## config.mk

```make
export PLATFORM = sky130hd
export DESIGN_NAME = mem_arbiter
export DESIGN_NICKNAME = d
export VERILOG_FILES = /design/src/rtl/mem_arbiter.sv
export SDC_FILE = /design/constraint.sdc
export NUM_CORES = 1
export LEC_CHECK = 0
export BUFFER_PORTS_ARGS = -buffer_cell sky130_fd_sc_hd__buf_2
export CORE_MARGIN = 1.5
export CORE_UTILIZATION = 49
export CTS_CLUSTER_SIZE = 28
export DETAILED_ROUTE_END_ITERATION = 6
export GPL_TIMING_DRIVEN = 0
export PLACE_DENSITY_LB_ADDON = 0.15
export SLEW_MARGIN = 40
export SYNTH_ARGS = -nofsm -noshare
export SYNTH_HDL_FRONTEND = slang
export SYNTH_SLANG_ARGS = --single-unit
```

## constraint.sdc

```tcl
create_clock -name clk -period 3.9 [get_ports clk]
set_input_delay 0.39 -clock clk [delete_from_list [all_inputs] [get_ports clk]]
set_output_delay 0.39 -clock clk [all_outputs]
set_load 0.01 [all_outputs]
```

## src/rtl/mem_arbiter.sv

```systemverilog
// Two-requester (fetch / data) arbiter for a single-port memory with fixed read latency.
// One access in flight at a time; round-robin when both requesters are eligible.
module mem_arbiter #(
   parameter int unsigned ADDR_W  = 9,
   parameter int unsigned DATA_W  = 32,
   parameter int unsigned MEM_LAT = 2
) (
   input  logic              clk,
   input  logic              reset,
   input  logic              if_req,
   input  logic [ADDR_W-1:0] if_addr,
   input  logic              d_req,
   input  logic              d_we,
   input  logic [ADDR_W-1:0] d_addr,
   input  logic [DATA_W-1:0] d_wdata,
   output logic              if_done,
   output logic              d_done,
   output logic [DATA_W-1:0] if_rdata,
   output logic [DATA_W-1:0] d_rdata,
   output logic              if_stall,
   output logic              d_stall,
   output logic              mem_en,
   output logic              mem_we,
   output logic [ADDR_W-1:0] mem_addr,
   output logic [DATA_W-1:0] mem_wdata,
   input  logic [DATA_W-1:0] mem_rdata
);

   typedef enum logic [1:0] {StIdle, StBusyI, StBusyD} state_e;

   localparam logic [3:0] LatInit = 4'(MEM_LAT);

   state_e     state_q;
   logic       last_gnt_q;  // 0: fetch granted last, 1: data granted last
   logic [3:0] cnt_q;
   logic       we_q;

   logic elig_i, elig_d, gnt_i, gnt_d;

   assign if_stall = if_req & ~if_done;
   assign d_stall  = d_req & ~d_done;

   // A requester being acknowledged this cycle must not be re-granted on the same request.
   assign elig_i = if_req & ~if_done;
   assign elig_d = d_req & ~d_done;
   assign gnt_d  = elig_d & (~elig_i | ~last_gnt_q);
   assign gnt_i  = elig_i & ~gnt_d;

   always_ff @(posedge clk) begin
      if (reset) begin
         state_q    <= StIdle;
         last_gnt_q <= 1'b0;
         cnt_q      <= '0;
         we_q       <= 1'b0;
         mem_en     <= 1'b0;
         mem_we     <= 1'b0;
         mem_addr   <= '0;
         mem_wdata  <= '0;
         if_done    <= 1'b0;
         d_done     <= 1'b0;
         if_rdata   <= '0;
         d_rdata    <= '0;
      end else begin
         mem_en    <= 1'b0;
         mem_we    <= 1'b0;
         mem_addr  <= '0;
         mem_wdata <= '0;
         if_done   <= 1'b0;
         d_done    <= 1'b0;
         case (state_q)
            StIdle: begin
               if (gnt_d) begin
                  state_q    <= StBusyD;
                  last_gnt_q <= 1'b1;
                  cnt_q      <= LatInit;
                  we_q       <= d_we;
                  mem_en     <= 1'b1;
                  mem_we     <= d_we;
                  mem_addr   <= d_addr;
                  mem_wdata  <= d_wdata;
               end else if (gnt_i) begin
                  state_q    <= StBusyI;
                  last_gnt_q <= 1'b0;
                  cnt_q      <= LatInit;
                  we_q       <= 1'b0;
                  mem_en     <= 1'b1;
                  mem_addr   <= if_addr;
               end
            end
            StBusyI, StBusyD: begin
               // Counter reaches zero in the cycle mem_rdata is valid.
               if (cnt_q == 4'd0) begin
                  state_q <= StIdle;
                  if (state_q == StBusyI) begin
                     if_done  <= 1'b1;
                     if_rdata <= mem_rdata;
                  end else begin
                     d_done <= 1'b1;
                     if (!we_q) d_rdata <= mem_rdata;
                  end
               end else begin
                  cnt_q <= cnt_q - 4'd1;
               end
            end
            default: state_q <= StIdle;
         endcase
      end
   end

endmodule

```

==> flow_metrics.tcl <==
set metrics [dict create \
    numPortBuffers 197 \
    hold_path.class "input port to flip-flop" \
    die-area_um2 8622 \
    power_density_nw_per_um2 638.1 \
    criticalPathCategory "flip-flop to flip-flop" \
    ys_top_cells_by_count "130 x nand2_1, 117 x dfxtp_1, 71 x a21oi_1" \
    post-dp-hpwl_um 7759 \
    setup_viol 0 \
    h-tree-depth 4 \
    cts_buffer_depth 2 \
    leakage_uw 0.002645 \
    grt_start_max_net_pins 17 \
    via_count 3826 \
    final_antenna_net_count 0 \
    slowest_delay_ps 370 \
    die_y_um 92.86 \
    finalNetCount 757 \
    antenna_found_initial 0 \
    hold_ws_ps 87.48 \
    wl_per_cell_um 13.52 \
    synth_area_leaders "dfxtp_1 59%, nand2_1 12%, a21oi_1 9.0%" \
    peakVddDrop_mv 0.3667 \
    cp_slowest_cell "dfxtp_1" \
    cp_common_cell "clkbuf_1" \
    setup_tns_ps 0 \
    finalHoldViolCount 0 \
    fmax_mhz 472.8 \
    tightest_slew_ps 542.2 \
    cts_resized 0 \
    cts_root_buffer "clkbuf_8" \
    path_buf_inv 4 \
    worstPathCellList "inv_1 -> ha_1 -> buf_4 -> nand4bb_1 -> or3_1 -> clkbuf_1 -> clkbuf_1 -> nand2_1 -> a21oi_1" \
    track_usage_pct 25.43 \
    drc 0 \
    core_area_um2 7767 \
    cts-buffers-inserted 17 \
    arrival_ps 2480 \
    grt_pass1_vias 3775 \
    synth_warnings 0 \
    finalWorstPathRequiredPeriod_ps 2115 \
    async_flop_share_pct 0 \
    clock_latency_ps 500 \
    clock_sinks 117 \
    synth_cells 451 \
    ys.flop_type "dfxtp_1" \
    grt_pass1_wl_um 16940 \
    gp_congestion 0.8592 \
    slew_headroom_pct 63.85 \
    outcome "finished, final reports clean" \
    cp_max_fo 10 \
    dr.pass1.iters 5 \
    ctsHoldBuffers 0 \
    required_ps 4270 \
    maxCapViolCount 0 \
    syn_nets 541 \
    synth_top_area_share_pct 59.20 \
    synth_seq_cells 117 \
    cp-end-kind "flip-flop" \
    num_antenna_cells 0 \
    syn_avg_cell_area_um2 8.772 \
    routed_wirelength_um 10570 \
    cts_tree "built" \
    synth_edf_count 0 \
    synth-seq-area-share_pct 59.20 \
    crit_family "buffers and inverters" \
    post_cts_buffers 0 \
    die_x_um 92.86 \
    grt_setup_unrepaired "no" \
    cp-start-kind "flip-flop" \
    placementRows 32 \
    clk_pin_slew_ps 60 \
    drt_iter0_drc 132 \
    min_period_over_period_pct 54.24 \
    initial_core_util_pct 50.93 \
    synth_most_common_cell "nand2_1" \
    synth_area_um2 3956 \
    grt_overflow 0 \
    skew_ps 8.114 \
    pin_count 198 \
    maxSlewViolCount 0 \
    finalPower_uw 3606 \
    area_growth_pct 42.82 \
    avgViaCountPerCell 4.893 \
    synth.largest_area_cell "dfxtp_1" \
    yosysUniqueCellTypes 35 \
    drive_above_1_share_pct 34.56 \
]
-- sequential cells by signal, indices dropped and copies added (netlist names) --
name	cells
d_done	1
if_done	1
cnt_q	4
if_rdata	32
mem_we	1
mem_wdata	32
state_q	2
we_q	1
d_rdata	32
mem_addr	9
mem_en	1
last_gnt_q	1
-- report_power, final --
part / internal, uW / total [uW] / switching, uW
clock: 929 / 1490 / 557
sequential: 1340 / 1400 / 61.5
combinational: 282 / 720 / 438
total: 2550 / 3610 / 1060
-- metrics by stage --
stage | cells | setup WS, ps | utilization, % | cell area [um^2]
2_1_floorplan | 451 | 2087 | - | 3956
5_1_grt | 782 | 1566 | 72.74 | 5650
6_report | 782 | 1785 | 72.74 | 5650
3_3_place_gp | 750 | 1821 | 65.27 | 5070
3_5_place_dp | 750 | 1788 | 65.27 | 5070
4_1_cts | 782 | 1775 | 72.74 | 5650
-- cell type report --
class	instances	area (um^2)
sequential	117	2342
inverter	8	30.03
buffer	30	120.1
timing repair buffer	197	985.9
clock buffer	18	427.9
clock inverter	14	152.6
fill	625	2117
multi-input combinational	296	1464
tap	102	127.6
-- cells by family after synthesis --
family,after synthesis,share of synthesized area [%]
AND/OR/NAND/NOR,199,22.77
multiplexers,1,0.2530
adder cells (fa/ha/maj),3,0.9489
AO/OA/AOI/OAI,93,13.03
buffers and inverters,38,3.795
flip-flops,117,59.20
-- cells in the final DEF, fill, tap and decap left out, types with 2 or more instances in the layout --
cell and n:
buf_2 200, nand2_1 130, dfxtp_1 117, a21oi_1 71, and2_1 34, clkbuf_1 24
clkbuf_16 16, nor2_1 15, a22oi_1 10, inv_1 7, nand2b_1 4, o21ai_0 4
clkinvlp_4 4, clkinv_4 4, nand3_1 3, ha_1 3, or3_1 2, buf_1 2
nor3_1 2, a311oi_1 2, clkbuf_8 2, inv_6 2, clkinv_2 2, bufinv_16 2
-- worst reg2reg max path: cells and delay by family, from the launching register on --
kind	cells	cell delay, ps
buf+inv	4	640
simple gates	3	640
flops	1	370
fa+ha+maj	1	270
compound gates	1	70
-- metal layers --
metal  track usage, %  vias to the layer above  wire length [um]
li1                 -                     1905                 -
met1            28.53                     1768              4225
met2            43.19                      135              5353
met3            8.210                       18               737
met4            12.50                        0               257
met5                0                        -                 0
-- final timing paths --
check / slack [ps] / cells past startpoint / startpoint / end
setup / recovery: 1780 / 9 / state_q[0] / d_rdata[17]
hold / removal: 90 / 2 / d_wdata[26] / mem_wdata[26]
setup reg to reg: 1780 / 9 / state_q[0] / d_rdata[17]
hold reg to reg: 450 / 2 / d_rdata[27] / d_rdata[27]
No activity file was read; power rests on OpenSTA's default activity.
